File: src/rtl/status_reg_cond_unit_pkg.sv
// Shared definitions for the flag/condition path: flag bit positions,
// ARM condition codes, and the ALU command set used by the ALU and controller.
package status_reg_cond_unit_pkg;

    localparam int FLAG_W = 4;
    localparam int COND_W = 4;

    localparam int FLAG_N = 3;
    localparam int FLAG_Z = 2;
    localparam int FLAG_C = 1;
    localparam int FLAG_V = 0;

    localparam logic [COND_W-1:0] COND_EQ = 4'h0;
    localparam logic [COND_W-1:0] COND_NE = 4'h1;
    localparam logic [COND_W-1:0] COND_CS = 4'h2;
    localparam logic [COND_W-1:0] COND_CC = 4'h3;
    localparam logic [COND_W-1:0] COND_MI = 4'h4;
    localparam logic [COND_W-1:0] COND_PL = 4'h5;
    localparam logic [COND_W-1:0] COND_VS = 4'h6;
    localparam logic [COND_W-1:0] COND_VC = 4'h7;
    localparam logic [COND_W-1:0] COND_HI = 4'h8;
    localparam logic [COND_W-1:0] COND_LS = 4'h9;
    localparam logic [COND_W-1:0] COND_GE = 4'hA;
    localparam logic [COND_W-1:0] COND_LT = 4'hB;
    localparam logic [COND_W-1:0] COND_GT = 4'hC;
    localparam logic [COND_W-1:0] COND_LE = 4'hD;
    localparam logic [COND_W-1:0] COND_AL = 4'hE;
    localparam logic [COND_W-1:0] COND_NV = 4'hF;

    typedef enum logic [3:0] {
        ALU_AND = 4'h0,
        ALU_EOR = 4'h1,
        ALU_SUB = 4'h2,
        ALU_RSB = 4'h3,
        ALU_ADD = 4'h4,
        ALU_ADC = 4'h5,
        ALU_SBC = 4'h6,
        ALU_RSC = 4'h7,
        ALU_TST = 4'h8,
        ALU_TEQ = 4'h9,
        ALU_CMP = 4'hA,
        ALU_CMN = 4'hB,
        ALU_ORR = 4'hC,
        ALU_MOV = 4'hD,
        ALU_BIC = 4'hE,
        ALU_MVN = 4'hF
    } alu_cmd_e;

endpackage

File: src/rtl/status_reg_cond_unit_cond_check.sv
// Pure combinational ARM condition evaluator; shared with the branch unit.
module cond_check
    import status_reg_cond_unit_pkg::*;
(
    input  logic [COND_W-1:0] cond_i,
    input  logic [FLAG_W-1:0] flags_i,
    output logic              pass_o
);

    logic n, z, c, v;

    assign n = flags_i[FLAG_N];
    assign z = flags_i[FLAG_Z];
    assign c = flags_i[FLAG_C];
    assign v = flags_i[FLAG_V];

    always_comb begin
        pass_o = 1'b0;
        unique case (cond_i)
            COND_EQ: pass_o = z;
            COND_NE: pass_o = ~z;
            COND_CS: pass_o = c;
            COND_CC: pass_o = ~c;
            COND_MI: pass_o = n;
            COND_PL: pass_o = ~n;
            COND_VS: pass_o = v;
            COND_VC: pass_o = ~v;
            COND_HI: pass_o = c & ~z;
            COND_LS: pass_o = ~c | z;
            COND_GE: pass_o = (n == v);
            COND_LT: pass_o = (n != v);
            COND_GT: pass_o = ~z & (n == v);
            COND_LE: pass_o = z | (n != v);
            COND_AL: pass_o = 1'b1;
            COND_NV: pass_o = 1'b0;
            default: pass_o = 1'b0;
        endcase
    end

endmodule

File: src/rtl/status_reg_cond_unit.sv
// Architectural {N,Z,C,V} status register with a one-deep exception shadow,
// same-cycle ALU flag bypass and condition evaluation for the ID instruction.
module status_reg_cond_unit
    import status_reg_cond_unit_pkg::*;
(
    input  logic              clk_i,
    input  logic              rst_i,
    input  logic              flush_i,
    input  logic              freeze_i,
    input  logic              exe_valid_i,
    input  logic              exe_s_i,
    input  logic [FLAG_W-1:0] alu_status_i,
    input  logic [COND_W-1:0] id_cond_i,
    input  logic              exc_entry_i,
    input  logic              exc_return_i,
    output logic [FLAG_W-1:0] status_out_o,
    output logic [FLAG_W-1:0] shadow_out_o,
    output logic              cond_pass_o
);

    logic [FLAG_W-1:0] status_q, status_d;
    logic [FLAG_W-1:0] shadow_q, shadow_d;
    logic [FLAG_W-1:0] eff;
    logic              producing;
    logic              wr;

    // A frozen producer still holds the newest flags, so the bypass ignores freeze.
    assign producing = exe_valid_i & exe_s_i & ~flush_i;
    assign wr        = producing & ~freeze_i;
    assign eff       = producing ? alu_status_i : status_q;

    always_comb begin
        status_d = status_q;
        if (exc_return_i) begin
            status_d = shadow_q;
        end else if (wr) begin
            status_d = alu_status_i;
        end
        shadow_d = exc_entry_i ? eff : shadow_q;
    end

    always_ff @(posedge clk_i) begin
        if (rst_i) begin
            status_q <= '0;
            shadow_q <= '0;
        end else begin
            status_q <= status_d;
            shadow_q <= shadow_d;
        end
    end

    cond_check u_cond_check (
        .cond_i  (id_cond_i),
        .flags_i (eff),
        .pass_o  (cond_pass_o)
    );

    assign status_out_o = status_q;
    assign shadow_out_o = shadow_q;

endmodule

File: config.mk
export PLATFORM = sky130hd
export DESIGN_NAME = status_reg_cond_unit
export DESIGN_NICKNAME = d
export VERILOG_FILES = /design/src/rtl/status_reg_cond_unit_pkg.sv /design/src/rtl/status_reg_cond_unit_cond_check.sv /design/src/rtl/status_reg_cond_unit.sv
export SDC_FILE = /design/constraint.sdc
export NUM_CORES = 1
export LEC_CHECK = 0
export ABC_AREA = 1
export CORE_UTILIZATION = 39
export DETAILED_ROUTE_END_ITERATION = 12
export PLACE_DENSITY_LB_ADDON = 0.12
export SLEW_MARGIN = 20
export SYNTH_ARGS = -nofsm -noshare
export SYNTH_HDL_FRONTEND = slang
export SYNTH_HIERARCHICAL = 1
export SYNTH_SLANG_ARGS = --single-unit
File: constraint.sdc
create_clock -name clk_i -period 1.16 [get_ports clk_i]
set_clock_uncertainty 0.05 [all_clocks]
set_input_delay 0.116 -clock clk_i [delete_from_list [all_inputs] [get_ports clk_i]]
set_output_delay 0.116 -clock clk_i [all_outputs]
set_load 0.005 [all_outputs]
==> qor.log <==
qor: final_layout.antenna-diode-count 0
qor: grt.grt.total_usage 0.236
qor: detailed_routing.detail-route-antenna-nets 0
qor: floorplanning.floorplan_die_height 43.9 microns
qor: power_and_ir_drop.power.share.switching 0.348
qor: yosys.synthesis.instances 124
qor: outcome.failed_checks setup timing
qor: floorplanning.rows 14
qor: clock_tree.tritoncts.num_buffers 3
qor: setup_path.worst_ep_arrival_time 1.45 ns
qor: worst_hold_path.worst_hold_path_type input pin to flop
qor: detailed_routing.wirelength 2120 microns
qor: sta.worst_slew_margin_relative_to_its_limit 0.827
qor: clock_tree.cts.path.max_buffers 2
qor: final_layout.layout.nets 187
qor: clock_tree.tritoncts_clock_tree done
qor: setup_path.critPathRequiredTime 0.99 ns
qor: place.place.port_buffers 24
qor: sta.fmaxAchievable 0.618 GHz
qor: sta.holdWs 0.279 ns
qor: setup_path.setup.reg_to_reg.worst_slack 0.22 ns
qor: grt.grt_overflow_total 0
qor: sta.hold_violation_count_in_the_final_report 0
qor: clock_tree.ctsRootBufferMaster sky130_fd_sc_hd__clkbuf_4
qor: setup_path.setup.worst_path.class flop to output port
qor: sta.drv_slew 0
qor: yosys.register_area_share_after_synthesis 0.234
qor: setup_path.crit_path_capture_type output port
qor: yosys.syn-mean-instance-area 5.53 sq um
qor: outcome.run_status complete, but fails checks
qor: sta.worst-slew-pin-transition 0.259 ns
qor: sta.setup_viol_count_final 1
qor: place.placed_cells 176
qor: clock_tree.clk_transition_reported_paths 0.06 ns
qor: power_and_ir_drop.power.net_switching 0.000325 W
qor: grt.number_of_global_route_vias_before_repair 852
qor: yosys.synth_top_area_frac 0.246
qor: setup_path.reg2regPathDepth 6
qor: setup_path.crit_fanout 5
qor: clock_tree.clk_latency 0.26 ns
qor: setup_path.reg2reg_to status_out_o[3]$_SDFFE_PP0P_
qor: clock_tree.htree_num_levels 1
qor: floorplanning.fp.dieW 43.9 microns
qor: yosys.area_of_the_mapped_netlist 686 sq um
qor: power_and_ir_drop.power_density 814 mW/mm^2
qor: grt.maximum_number_of_pins_on_one_net_before_global_route_repair 15
qor: yosys.postSynthRegisterBits 8
qor: final_layout.final_cells 185
qor: final_layout.syn_to_final_growth 67.2%
qor: setup_path.critical_path.startpoint_type flop
qor: yosys.synth_area_leader_cell sky130_fd_sc_hd__nand2_1
qor: power_and_ir_drop.vdd_ir_drop_max 0.561 mV
qor: sta.least_setup_slack_across_all_paths_after_layout -0.458 ns
qor: yosys.post_synth_main_area_contributors sky130_fd_sc_hd__nand2_1 25%, sky130_fd_sc_hd__dfxtp_1 23%, sky130_fd_sc_hd__nand3_1 12%
qor: grt.grt_pass1_wl 3470 microns
qor: detailed_routing.total_via_count_in_the_routed_design 960
qor: run.maxCapViolCount 0
qor: setup_path.setup.worst_path.end cond_pass_o
qor: clock_tree.cts_sinks 8
qor: detailed_routing.detailedRoute.firstPassIterationCount 6
qor: floorplanning.core_area 0.00158 sq mm
qor: power_and_ir_drop.combinationalPowerShare 0.423
qor: setup_path.setup.worst_path.start status_out_o[0]$_SDFFE_PP0P_
qor: setup_path.r2r_start status_out_o[3]$_SDFFE_PP0P_
qor: detailed_routing.drt_first_iter_violations 31
qor: yosys.synth_nets 140
qor: grt.initial_antenna_violation_count 0
qor: detailed_routing.detail_route.vias_per_cell 5.19
qor: power_and_ir_drop.clock_power_share 0.243
qor: sta.final.period_utilization 1.39
qor: final_layout.final_design_area_no_fill 0.00115 sq mm
qor: place.finalWeightedCongestion 0.799
qor: floorplanning.ios 25
qor: place.postPlaceCellArea 0.00106 sq mm
qor: sta.setup_repair_after_global_routing_missed_its_margin yes
qor: power_and_ir_drop.seq_power_share 0.334
qor: detailed_routing.drc 0
qor: sta.final_period_minus_worst_setup_slack 1.62 ns
qor: power_and_ir_drop.p_int 0.000608 W
qor: final_layout.drive_gt1_frac 0.343
qor: place.hpwlAfterDp 1490 microns
qor: floorplanning.die-area 0.00193 sq mm
qor: power_and_ir_drop.leakagePower 0.647 nW
qor: yosys.synth_cell_types 17
qor: floorplanning.initial_utilization 0.435
qor: detailed_routing.wl_per_cell 11.5 microns
qor: yosys.ys.warnings.count 6
## synth_stat cells (all sizes together)
cell type  number
nand3          17
inv            21
o211ai          2
clkinv          2
nand2          47
o21ai           5
dfxtp           8
a21oi           7
nor2           14
buf             1
## sequential cells by signal, summed over array words and instances (netlist names)
name          count
shadow_out_o      4
status_out_o      4
## power by group through the flow
stage,combinational (W),clock (W),sequential (W)
final,0.000395,0.000227,0.000311
after global routing,0.000436,0.000248,0.000314
after CTS,0.000367,0.000230,0.000312
after detailed placement,0.000366,0,0.000316
after global placement,0.000358,0,0.000316
after floorplan,0.000178,0,0.000318
## through the flow
| stage | TNS [ns] | worst slack [ns] | power (W) | utilization |
|---|---|---|---|---|
| after global routing | -0.572 | -0.572 | 0.000998 | 0.727 |
| final | -0.458 | -0.458 | 0.000933 | 0.727 |
| after floorplan | -0.0136 | -0.0136 | 0.000496 | - |
| after global placement | -3.29 | -1.14 | 0.000674 | 0.672 |
| after detailed placement | -3.58 | -1.20 | 0.000682 | 0.672 |
| after CTS | -0.407 | -0.407 | 0.000910 | 0.708 |
## cell type report
class | instances | area [sq um]
multi-input cells | 92 | 497
well taps | 16 | 20.0
repair buffers | 43 | 349
fillers | 142 | 430
inverters | 23 | 91.3
flip-flops and latches | 8 | 166
clock buffers | 3 | 22.5
## placed cells by master (no fill, tap or decap), drive strengths merged
master	instances
dlygate4sd2	12
inv	21
nand2	47
nor2	14
clkdlybuf4s50	7
dfxtp	8
clkdlybuf4s15	1
clkbuf	3
a21oi	7
clkinv	2
buf	23
o21ai	5
o211ai	2
nand3	17
## critical path: stages, from the launching register on
cell and delay (ns):
sky130_fd_sc_hd__dfxtp_2 0.34, sky130_fd_sc_hd__nand2_2 0.07, sky130_fd_sc_hd__nand2_4 0.09, sky130_fd_sc_hd__inv_2 0.05, sky130_fd_sc_hd__nand2_1 0.06, sky130_fd_sc_hd__nand3_1 0.09, sky130_fd_sc_hd__nand2_1 0.08, sky130_fd_sc_hd__nand2_1 0.05
sky130_fd_sc_hd__nand2_1 0.05, sky130_fd_sc_hd__nand3_1 0.07, sky130_fd_sc_hd__nand2_1 0.07, sky130_fd_sc_hd__nand3_2 0.05, sky130_fd_sc_hd__buf_2 0.12
## how the worst min path moves through the flow
stage | startpoint | endpoint | slack, ns | cells after the start
2_1_floorplan | rst_i | shadow_out_o[0]$_SDFFE_PP0P_ | 0.21 | 3
3_3_place_gp | shadow_out_o[3]$_SDFFE_PP0P_ | shadow_out_o[3]$_SDFFE_PP0P_ | 0.49 | 4
3_5_place_dp | shadow_out_o[0]$_SDFFE_PP0P_ | shadow_out_o[0]$_SDFFE_PP0P_ | 0.49 | 4
4_1_cts | alu_status_i[2] | status_out_o[2]$_SDFFE_PP0P_ | 0.28 | 5
5_1_grt | alu_status_i[2] | status_out_o[2]$_SDFFE_PP0P_ | 0.31 | 5
6_report | alu_status_i[2] | status_out_o[2]$_SDFFE_PP0P_ | 0.28 | 5
## logic make-up (layout without fill, tap and decap cells)
logic type,Yosys count,after routing,share of synthesized area
buffers and inverters,24,69,0.142
and+or+nand+nor,78,78,0.515
DFF,8,8,0.234
AOI/OAI and AO/OA,14,14,0.109
## layer usage
layer  global-route usage  routed length [microns]
met1                0.302                      900
met2                0.400                     1010
met3               0.0542                      185
met4               0.0606                       23
met5                    0                        0
## what timing repair did
action | 4_1_cts | 5_1_grt
pin swaps | 19 | 12
hold buffers | 0 | 0
resized for setup | 44 | 5
endpoints found under the setup margin | 16 | 1
buffers inserted | 5 | 1
No activity file was read; power rests on OpenSTA's default activity.
